### config.mk
export PLATFORM = sky130hd
export DESIGN_NAME = div_unit
export DESIGN_NICKNAME = d
export VERILOG_FILES = /design/src/rtl/div_pkg.sv /design/src/rtl/div_step.sv /design/src/rtl/div_unit.sv
export SDC_FILE = /design/constraint.sdc
export NUM_CORES = 1
export LEC_CHECK = 0
export CAP_MARGIN = 20
export CORE_UTILIZATION = 50
export CTS_CLUSTER_SIZE = 30
export DETAILED_ROUTE_END_ITERATION = 8
export PLACE_DENSITY = 0.76
export SLEW_MARGIN = 20
export SYNTH_ARGS = -nofsm -noshare
export SYNTH_HDL_FRONTEND = slang
export SYNTH_SLANG_ARGS = --single-unit
### constraint.sdc
create_clock -name clock -period 9.95 [get_ports clock]
set_input_delay 2.4875 -clock clock [delete_from_list [all_inputs] [get_ports clock]]
set_output_delay 2.4875 -clock clock [all_outputs]
set_load 0.1 [all_outputs]
### src/rtl/div_pkg.sv
// Shared types and helpers for the iterative integer divider (RISC-V M DIV/DIVU/REM/REMU).
package div_pkg;

    localparam int XLEN_DEFAULT = 64;

    typedef enum logic [1:0] {
        DIV  = 2'b00,
        DIVU = 2'b01,
        REM  = 2'b10,
        REMU = 2'b11
    } DIV_FUNC;

    typedef enum logic [1:0] {
        IDLE = 2'b00,
        RUN  = 2'b01,
        FIX  = 2'b10
    } DIV_STATE;

    function automatic logic is_signed(input DIV_FUNC f);
        return (f == DIV) || (f == REM);
    endfunction

    function automatic logic is_rem(input DIV_FUNC f);
        return (f == REM) || (f == REMU);
    endfunction

endpackage

### src/rtl/div_step.sv
// One radix-2 restoring division step: shift in a dividend bit, subtract the divisor if it fits.
module div_step #(
    parameter int XLEN = 64
) (
    input  logic [XLEN-1:0] rem_in,
    input  logic [XLEN-1:0] divisor,
    input  logic            dividend_bit,
    output logic [XLEN-1:0] rem_out,
    output logic            q_bit
);

    logic        [XLEN:0] shifted;
    logic signed [XLEN:0] diff;

    assign shifted = {rem_in, dividend_bit};
    assign diff    = $signed(shifted) - $signed({1'b0, divisor});

    // A set carry-out bit means the shifted remainder already exceeds any XLEN-bit divisor.
    assign q_bit   = shifted[XLEN] | ~diff[XLEN];
    assign rem_out = q_bit ? diff[XLEN-1:0] : shifted[XLEN-1:0];

endmodule

### src/rtl/div_unit.sv
// Multi-cycle radix-2^R restoring divider with sign fix-up and flush support.
// Optional macro DIV_FAST_SPECIAL_EN: divide-by-zero and signed overflow finish in one cycle.
module div_unit
    import div_pkg::*;
#(
    parameter int XLEN           = XLEN_DEFAULT,
    parameter int BITS_PER_CYCLE = 2
) (
    input  logic            clock,
    input  logic            reset,
    input  logic            start,
    input  logic [1:0]      func,
    input  logic [XLEN-1:0] dividend,
    input  logic [XLEN-1:0] divisor,
    input  logic            flush,
    output logic            busy,
    output logic            done,
    output logic [XLEN-1:0] result
);

    localparam int N     = XLEN / BITS_PER_CYCLE;
    localparam int CNT_W = $clog2(N + 1);
    localparam logic [XLEN-1:0] INT_MIN = {1'b1, {(XLEN-1){1'b0}}};
    localparam logic [XLEN-1:0] ONE     = {{(XLEN-1){1'b0}}, 1'b1};

    function automatic logic [XLEN-1:0] negate(input logic [XLEN-1:0] v);
        return ~v + ONE;
    endfunction

    function automatic logic [XLEN-1:0] abs_val(input logic [XLEN-1:0] v, input logic sgn);
        return (sgn && v[XLEN-1]) ? negate(v) : v;
    endfunction

    DIV_STATE        state_q, state_d;
    DIV_FUNC         func_in, func_q;
    logic            neg_quo_q, neg_rem_q, special_q;
    logic [CNT_W-1:0] cnt_q;
    logic [XLEN-1:0] rem_q, quo_q, divisor_q;

    logic            start_ok, fix_fire;
    logic            in_signed, div_zero, sgn_ovf, special;
    logic [XLEN-1:0] quo_fix, rem_fix, result_d;

    assign func_in   = DIV_FUNC'(func);
    assign in_signed = is_signed(func_in);
    assign div_zero  = (divisor == '0);
    assign sgn_ovf   = in_signed && (dividend == INT_MIN) && (&divisor);
    assign special   = div_zero || sgn_ovf;
    assign busy      = (state_q != IDLE);

    // Restoring step chain: BITS_PER_CYCLE steps per RUN cycle, quotient bits shift into quo_q.
    logic [XLEN-1:0]           rem_chain [BITS_PER_CYCLE+1];
    logic [BITS_PER_CYCLE-1:0] q_chain;
    logic [XLEN-1:0]           quo_next;

    assign rem_chain[0] = rem_q;

    for (genvar k = 0; k < BITS_PER_CYCLE; k++) begin : g_step
        div_step #(.XLEN(XLEN)) u_step (
            .rem_in       (rem_chain[k]),
            .divisor      (divisor_q),
            .dividend_bit (quo_q[XLEN-1-k]),
            .rem_out      (rem_chain[k+1]),
            .q_bit        (q_chain[BITS_PER_CYCLE-1-k])
        );
    end

    assign quo_next = {quo_q[XLEN-BITS_PER_CYCLE-1:0], q_chain};

    always_ff @(posedge clock) begin
        if (reset) begin
            state_q <= IDLE;
        end else begin
            state_q <= state_d;
        end
    end

    always_comb begin
        state_d  = state_q;
        start_ok = 1'b0;
        fix_fire = 1'b0;
        case (state_q)
            IDLE: begin
                start_ok = start && !flush;
                if (start_ok) begin
`ifdef DIV_FAST_SPECIAL_EN
                    state_d = special ? FIX : RUN;
`else
                    state_d = RUN;
`endif
                end
            end
            RUN: begin
                if (cnt_q == CNT_W'(1)) begin
                    state_d = FIX;
                end
            end
            FIX: begin
                fix_fire = !flush;
                state_d  = IDLE;
            end
            default: state_d = IDLE;
        endcase
        if (flush) begin
            state_d = IDLE;
        end
    end

    // Special cases were preloaded with their final values, so they bypass the sign fix-up.
    always_comb begin
        quo_fix  = (neg_quo_q && !special_q) ? negate(quo_q) : quo_q;
        rem_fix  = (neg_rem_q && !special_q) ? negate(rem_q) : rem_q;
        result_d = is_rem(func_q) ? rem_fix : quo_fix;
    end

    always_ff @(posedge clock) begin
        if (reset) begin
            func_q    <= DIV;
            neg_quo_q <= 1'b0;
            neg_rem_q <= 1'b0;
            special_q <= 1'b0;
            cnt_q     <= '0;
            rem_q     <= '0;
            quo_q     <= '0;
            divisor_q <= '0;
            done      <= 1'b0;
            result    <= '0;
        end else begin
            done <= fix_fire;
            if (start_ok) begin
                func_q    <= func_in;
                neg_quo_q <= in_signed && (dividend[XLEN-1] ^ divisor[XLEN-1]);
                neg_rem_q <= in_signed && dividend[XLEN-1];
                special_q <= special;
                cnt_q     <= CNT_W'(N);
                divisor_q <= abs_val(divisor, in_signed);
                if (div_zero) begin
                    quo_q <= '1;
                    rem_q <= dividend;
                end else if (sgn_ovf) begin
                    quo_q <= dividend;
                    rem_q <= '0;
                end else begin
                    quo_q <= abs_val(dividend, in_signed);
                    rem_q <= '0;
                end
            end else if (state_q == RUN) begin
                cnt_q <= cnt_q - CNT_W'(1);
                if (!special_q) begin
                    rem_q <= rem_chain[BITS_PER_CYCLE];
                    quo_q <= quo_next;
                end
            end
            if (fix_fire) begin
                result <= result_d;
            end
        end
    end

endmodule
==> results of run 1 <==
## metal layers
layer  vias up  wire, µm
li1      13400         -
met5         -         0
met4         0      2410
met1     12700     41600
met3       124     10200
met2      1507     37000
## stage by stage
| stage | cell area [µm²] | instances |
|---|---|---|
| final | 28800 | 4360 |
| after global routing | 28800 | 4360 |
| after CTS | 28800 | 4359 |
| after detailed placement | 27800 | 4305 |
| after global placement | 27800 | 4305 |
| after floorplan | 25700 | 3657 |
## report_power, final
part | switching, µW | total (µW) | internal, µW
Sequential | 244 | 1430 | 1190
Combinational | 5680 | 9010 | 3340
Clock | 472 | 1120 | 647
## kinds of logic (layout without fill, tap and decap cells)
logic type	after synthesis	count (layout)
compound gates	1220	1220
fa+ha+maj	137	137
buf+inv	368	399
simple gates	1270	1270
xor+xnor	342	342
mux	51	51
flops	269	269
## placed cells by master, fill, tap and decap left out, types with 16 or more instances in the layout
master / n
a21o_1: 53
a211oi_1: 67
or2_2: 16
o41ai_1: 24
o21bai_1: 36
and3_1: 21
or3_1: 74
o211ai_1: 62
a221oi_1: 40
clkdlybuf4s50_1: 198
or4_1: 31
nand2_1: 347
nor2_1: 390
o21a_1: 22
o21ai_0: 209
xnor2_1: 156
xor2_1: 186
buf_4: 32
nor2b_1: 17
a311oi_1: 35
nand3_1: 88
a31oi_1: 48
nand4_1: 69
and2_1: 17
o31ai_1: 53
inv_1: 112
dfxtp_1: 268
clkbuf_16: 31
a21oi_1: 484
ha_1: 135
nor4_1: 38
nor3_1: 79
mux2i_1: 40
nand2b_1: 24
## worst min-delay path, stage by stage (launching register included)
cell	delay, ns
dfxtp_1	0.30
nand2_1	0.05
a21oi_1	0.05
## state kept, by name, indices dropped and copies added, names as in the netlist
name / flops
state_q: 2
neg_rem_q: 1
neg_quo_q: 1
result: 64
done: 1
rem_q: 64
func_q: 1
divisor_q: 64
cnt_q: 6
special_q: 1
quo_q: 64
## layout make-up
cell class	count	area (µm²)	area share [%]
Multi-Input combinational cell	3020	18900	65.7
Sequential cell	269	5390	18.7
Timing Repair Buffer	233	2270	7.87
Clock buffer	42	857	2.97
Tap cell	672	841	2.92
Inverter	112	420	1.46
Clock inverter	12	110	0.382
## worst max path at each step
stage                           start                endpoint  slack [ns]
2_1_floorplan  quo_q[63]$_SDFFE_PP0P_  rem_q[49]$_SDFFE_PP0P_        3.94
5_1_grt        quo_q[63]$_SDFFE_PP0P_   rem_q[8]$_SDFFE_PP0P_        1.37
6_report       quo_q[63]$_SDFFE_PP0P_   rem_q[8]$_SDFFE_PP0P_        1.97
4_1_cts        quo_q[63]$_SDFFE_PP0P_  rem_q[62]$_SDFFE_PP0P_        1.68
3_5_place_dp   quo_q[63]$_SDFFE_PP0P_  rem_q[62]$_SDFFE_PP0P_        1.74
3_3_place_gp   quo_q[63]$_SDFFE_PP0P_  rem_q[62]$_SDFFE_PP0P_        1.88
==> summary.md, run 1 <==
| Metric | Value |
|---|---|
| Status | `finished clean` |
| Core box area | `50400 µm²` |
| Synthesized flop and latch total | `~270` |
| Final setup violating endpoints | `0` |
| Final total power | `11600 µW` |
| Crit Path Category | `reg2reg` |
| Total CTS buffers | `31` |
| Syn-to-layout area delta | `12.3%` |
| GR met2 Demand/Resource | `48.2%` |
| Number of vias per cell | `6.34` |
| Launch point of the worst hold path | `result[5]$_SDFFE_PP0P_` |
| First-pass GRT wire length | `141000 µm` |
| Synth top area share | `21.0%` |
| Worst hold slack | `around 0.45 ns` |
| Library cells used by synthesis | `78` |
| Post-route clock period utilization | `between 80 and 90%` |
| Setup_tns | `0 ns` |
| Fmax | `0.125 GHz` |
| # port buffers | `199` |
| Top_reg_cell synth | `dfxtp_1` |
| WP data required | `10.41 ns` |
| Nets | `3938` |
| Unrepaired setup endpoints after global routing | `false` |
| Reg clk slew, reported paths | `0.06 ns` |
| Simple-gate portion of the synthesized area | `23.6%` |
| Max-slew headroom | `between 20% and 30%` |
| Most frequent cell after synthesis | `a21oi_1` |
| Final Hold Fails | `0` |
| Worst R2R Setup Slack | `approximately 2.0 ns` |
| Skew final | `between 0.015 and 0.02 ns` |
| WHS Path Cells | `2` |
| Post-synth net total | `3928` |
| R2r endpoint | `rem_q[8]$_SDFFE_PP0P_` |
| Initial Utilization | `slightly above 50%` |
| Cell type with the largest total area after synthesis | `dfxtp_1` |
| Total of max-cap violations | `0` |
| Die area | `52200 µm²` |
| Post-CTS Repair Setup Buffers | `0` |
| HP Class | `reg2reg` |
| Adder-cell share of the synthesized area | `6.74%` |
| GRT Total Usage | `33.5%` |
| Worst path bufs/invs | `3` |
| Minimum clock period | `7.98 ns` |
| Root Buffer | `clkbuf_16` |
| Detailed Route WL | `91200 µm` |
| P per Cell Area | `between 400 and 500 nW/µm²` |
| Antenna Nets Post-Route | `0` |
| Die width | `about 230 µm` |
| Worst R2R Start | `quo_q[63]$_SDFFE_PP0P_` |
| Hold Path End | `result[5]$_SDFFE_PP0P_` |
| Pre-CTS WS | `1.74 ns` |
| Worst path top cell family by delay | `compound AO/OA/AOI/OAI gates` |
| Post-CTS Hold Fix Bufs | `0` |
| CP max stage cell | `and3b_1` |
| Area share of xor/xnor cells in the synthesized design | `11.7%` |
| Commonest cells in the netlist | `a21oi_1 (485), nor2_1 (393), nand2_1 (348)` |
| Share of flip-flops with an asynchronous set or reset | `0%` |
| Detail Placement HPWL | `70700 µm` |
| Max FO, Critical Path | `38` |
| Clock Path Buffers | `3` |
| TritonRoute pass-1 iters | `6` |
| H-tree depth | `1` |
| Most used cell along the critical path | `o21ai_0` |
| Endpoint class of the critical path | `register` |
| Mean post-synth cell area | `7.02 µm²` |
| Vias in the first global route | `24300` |
| Initial DRC Count | `3153` |
| Crit path largest cell delay | `0.83 ns` |
| Via count | `about 28000` |
| Gr busiest metal | `met1` |
| Mux share of post-synthesis cell area | `2.04%` |
| Post-layout util | `57.2%` |
| Die H | `229 µm` |
| Sequential share of the synthesized area | `21.0%` |
| Diode count | `0` |
| Post-synthesis compound-gate area fraction | `29.4%` |
| TritonCTS clock tree | `yes` |
| Worst path depth | `24` |
| Row cnt | `just over 80` |
| Clk sinks | `269` |
| Worst Reg-to-Reg Cells | `24` |
| Initial antenna violation count | `1` |
| Post-cts resize count | `0` |
| Critical path startpoint category | `register` |
| Met3 Usage GRT | `between 5 and 6%` |
| Ys Warns | `0` |
| Largest family of logic cells by synthesized area | `compound AO/OA/AOI/OAI gates` |
| Leakage power | `around 0.011 µW` |
| Peak supply drop | `about 450 µV` |
| WL per Instance | `20.9 µm` |
| CP arrival | `8.44 ns` |
| Mapped Area | `25700 µm²` |
| Gate Count Post-Synth | `3657` |
| Share of layout cells above drive strength 1 | `3.82%` |
| Filler Cell Count | `4969` |
| EDFF count, synth | `0` |
| Largest net degree at the start of global routing | `125` |
| Worst Tran Pin Value | `~1.1 ns` |
| Setup ws final | `1.97 ns` |
| Top cells by area, synth | `dfxtp_1 (21%), a21oi_1 (9.5%), ha_1 (6.6%)` |
| Clk Latency, worst-skew pair | `0.59 ns` |
| Final slew viol count | `0` |
| Drt drc | `0` |
| RD Place Congestion | `1.03` |
| Num ports | `200` |
| Critical path, cell by cell | `inv_1 -> ha_1 -> inv_1 -> fa_1 -> a211oi_1 -> o21ai_0 -> o211ai_1 -> a211o_1 -> a21o_1 -> a21oi_1 -> and3b_1 -> o21ai_0 -> ha_1 -> nand4_1 -> or3_1 -> or3_1 -> o22ai_1 -> a21oi_1 -> o21ai_1 -> a221o_1 -> or2_2 -> buf_4 -> o21ai_0 -> a2111oi_0` |
| Total grt overflow | `0` |
| GRT met1 Usage | `between 50% and 60%` |
Power figures use the tool's default switching activity.
==> inputs of run 2 (changes only) <==
--- a/config.mk
+++ b/config.mk
@@ -9,7 +9,7 @@
 export CORE_UTILIZATION = 50
 export CTS_CLUSTER_SIZE = 30
 export DETAILED_ROUTE_END_ITERATION = 8
-export PLACE_DENSITY = 0.76
+export PLACE_DENSITY = 0.79
 export SLEW_MARGIN = 20
 export SYNTH_ARGS = -nofsm -noshare
 export SYNTH_HDL_FRONTEND = slang
==> constraint.sdc (replaced) <==
create_clock -name clock -period 7 [get_ports clock]
set_input_delay 1.75 -clock clock [delete_from_list [all_inputs] [get_ports clock]]
set_output_delay 1.75 -clock clock [all_outputs]
set_load 0.1 [all_outputs]
==> summary.md, run 2 (synthesized netlist as in run 1, its figures left out) <==
| Metric | Value |
|---|---|
| Initial antenna violation count | `0 (was 1)` |
| Vias in the first global route | `25100 (was 24300)` |
| Post-CTS Hold Fix Bufs | `0 (unchanged)` |
| Final slew viol count | `0 (unchanged)` |
| Syn-to-layout area delta | `15.1% (was 12.3%)` |
| Worst R2R Start | `quo_q[63]$_SDFFE_PP0P_ (unchanged)` |
| HP Class | `reg2reg (unchanged)` |
| Detail Placement HPWL | `72400 µm (was 70700 µm)` |
| Final Hold Fails | `0 (unchanged)` |
| Status | `finished clean (unchanged)` |
| Critical path startpoint category | `register (unchanged)` |
| Fmax | `0.151 GHz (was 0.125 GHz)` |
| WHS Path Cells | `2 (unchanged)` |
| Initial DRC Count | `3632 (was 3153)` |
| Max-slew headroom | `27.8% (was 25.8%)` |
| Commonest non-fill, non-tap cell in the layout | `a21oi_1 (unchanged)` |
| CP startpoint | `quo_q[63]$_SDFFE_PP0P_ (unchanged)` |
| Crit Path Category | `reg2reg (unchanged)` |
| Clock power frac | `9.7% (about the same)` |
| Row cnt | `82 (unchanged)` |
| Number of vias per cell | `6.39 (was 6.34)` |
| Die area | `52200 µm² (unchanged)` |
| Gate power share | `79.0% (was 77.9%)` |
| Peak supply drop | `389 µV (was 452 µV)` |
| Worst Reg-to-Reg Cells | `26 (was 24)` |
| CP arrival | `7.09 ns (was 8.44 ns)` |
| Share of layout cells above drive strength 1 | `5.72% (was 3.82%)` |
| Total CTS buffers | `30 (was 31)` |
| Max FO, Critical Path | `55 (was 38)` |
| Setup_tns | `0 ns (unchanged)` |
| Clk Latency, worst-skew pair | `0.60 ns (was 0.59 ns)` |
| Drt drc | `0 (unchanged)` |
| WP data required | `7.45 ns (was 10.41 ns)` |
| TritonCTS clock tree | `yes (unchanged)` |
| First-pass GRT wire length | `145000 µm (was 141000 µm)` |
| GRT Total Usage | `34.5% (was 33.5%)` |
| Reg clk slew, reported paths | `0.07 ns (was 0.06 ns)` |
| Leakage power | `0.0111 µW (was 0.0107 µW)` |
| Final Cell Area | `29500 µm² (was 28800 µm²)` |
| P per Cell Area | `594 nW/µm² (was 401 nW/µm²)` |
| Worst Tran Pin Value | `1.08 ns (was 1.11 ns)` |
| Core box area | `50400 µm² (unchanged)` |
| Placed Area | `28500 µm² (was 27800 µm²)` |
| Post-cts resize count | `0 (unchanged)` |
| Total grt overflow | `0 (unchanged)` |
| H-tree depth | `1 (unchanged)` |
| Num ports | `200 (unchanged)` |
| Switching Fraction | `53.6% (was 55.3%)` |
| Final setup violating endpoints | `0 (unchanged)` |
| Final total power | `17600 µW (was 11600 µW)` |
| Commonest non-fill, non-tap cells in the layout | `a21oi_1 (484), nor2_1 (390), nand2_1 (347) (unchanged)` |
| Antenna Nets Post-Route | `0 (unchanged)` |
| DP Cell Count | `4379 (was 4305)` |
| WL per Instance | `21.1 µm (was 20.9 µm)` |
| # port buffers | `199 (unchanged)` |
| Root Buffer | `clkbuf_16 (unchanged)` |
| Post-Layout Cell Count | `4434 (was 4360)` |
| Unrepaired setup endpoints after global routing | `false (unchanged)` |
| Total of max-cap violations | `0 (unchanged)` |
| Minimum clock period | `6.64 ns (was 7.98 ns)` |
| Diode count | `0 (unchanged)` |
| Die H | `229 µm (unchanged)` |
| Switching pwr | `9410 µW (was 6390 µW)` |
| Post-route clock period utilization | `94.8% (was 80.2%)` |
| Clock Path Buffers | `3 (unchanged)` |
| Via count | `28300 (was 27700)` |
| Detailed Route WL | `93700 µm (was 91200 µm)` |
| Die width | `229 µm (unchanged)` |
| RD Place Congestion | `1.04 (was 1.03)` |
| Nets | `4010 (was 3938)` |
| Clk sinks | `269 (unchanged)` |
| Int Pwr | `8140 µW (was 5170 µW)` |
| Skew final | `0.0103 ns (was 0.0195 ns)` |
| Largest net degree at the start of global routing | `191 (was 125)` |
| Power share of the sequential group | `11.4% (was 12.4%)` |
| Endpoint class of the critical path | `register (unchanged)` |
| Launch point of the worst hold path | `result[12]$_SDFFE_PP0P_ (was result[5]$_SDFFE_PP0P_)` |
| Post-CTS Repair Setup Buffers | `0 (unchanged)` |
| Initial Utilization | `50.9% (unchanged)` |
| TritonRoute pass-1 iters | `7 (was 6)` |
run 2: cell types whose count changed in the layout (fill, tap and decap cells not counted), moves of 2 or more:
cell	previous run	this run
buf_4	32	99
buf_12	1	7
clkinv_2	10	4
clkbuf_8	5	8
bufinv_16	2	4
o21ai_0	209	207
o21ai_1	5	7
run 2: stage by stage:
step	utilization, %	worst slack, ns	hold WS, ns
4_1_cts	58.6	0.241	0.452
3_3_place_gp	56.5	0.409	0.439
3_5_place_dp	56.5	0.330	0.445
5_1_grt	58.7	0.0344	0.464
6_report	58.7	0.361	0.448
2_1_floorplan	-	0.989	0.432
run 2: worst max-delay path, stage by stage (launching register included):
cell and delay [ns]:
dfxtp_1 0.38, inv_1 0.08, ha_1 0.21, inv_1 0.07, fa_1 0.26, a211oi_1 0.10
o21ai_1 0.31, o211ai_1 0.23, a211o_1 0.34, a21o_1 0.20, a21oi_1 0.15, nand3b_1 0.18
buf_12 0.27, mux2_2 0.39, ha_1 0.36, o211ai_1 0.11, a21oi_1 0.08, o41a_1 0.42
a211oi_1 0.41, o22ai_1 0.23, a21oi_1 0.28, o21ai_1 0.12, a221o_1 0.32, or2_2 0.45
buf_4 0.23, o21ai_0 0.19, o22ai_1 0.09
run 2: area by class of cell:
cell class              count  area [µm²]
multi-input cells        3020       18900
flip-flops and latches    269        5390
fillers                  4779       20800
well taps                 672         841
clock buffers              46         902
clock inverters             9         148
inverters                 112         420
repair buffers            306        2910
run 2: path summary, 6_finish.rpt:
kind | end | slack [ns]
hold / removal | result[12]$_SDFFE_PP0P_ | 0.45
setup reg to reg | rem_q[54]$_SDFFE_PP0P_ | 0.36
hold reg to reg | result[12]$_SDFFE_PP0P_ | 0.45
setup / recovery | rem_q[54]$_SDFFE_PP0P_ | 0.36
run 2: routing by layer:
| layer | routed length [µm] | share of wire, % | vias to the layer above | track usage [%] |
|---|---|---|---|---|
| met2 | 38400 | 41 | 1659 | 50.8 |
| met1 | 41800 | 45 | 13100 | 51.2 |
| li1 | - | - | 13500 | - |
| met4 | 2080 | 2.2 | 0 | 8.24 |
| met5 | 0 | 0 | - | 0 |
| met3 | 11400 | 12 | 113 | 6.45 |
run 2: power by group through the flow:
stage / clock, µW / combinational (µW) / sequential (µW)
floorplan: 0 / 9420 / 1880
global placement: 0 / 13400 / 2000
detailed placement: 0 / 13300 / 2000
CTS: 1700 / 13400 / 1970
global route: 1770 / 14900 / 2010
finish: 1690 / 13900 / 2000
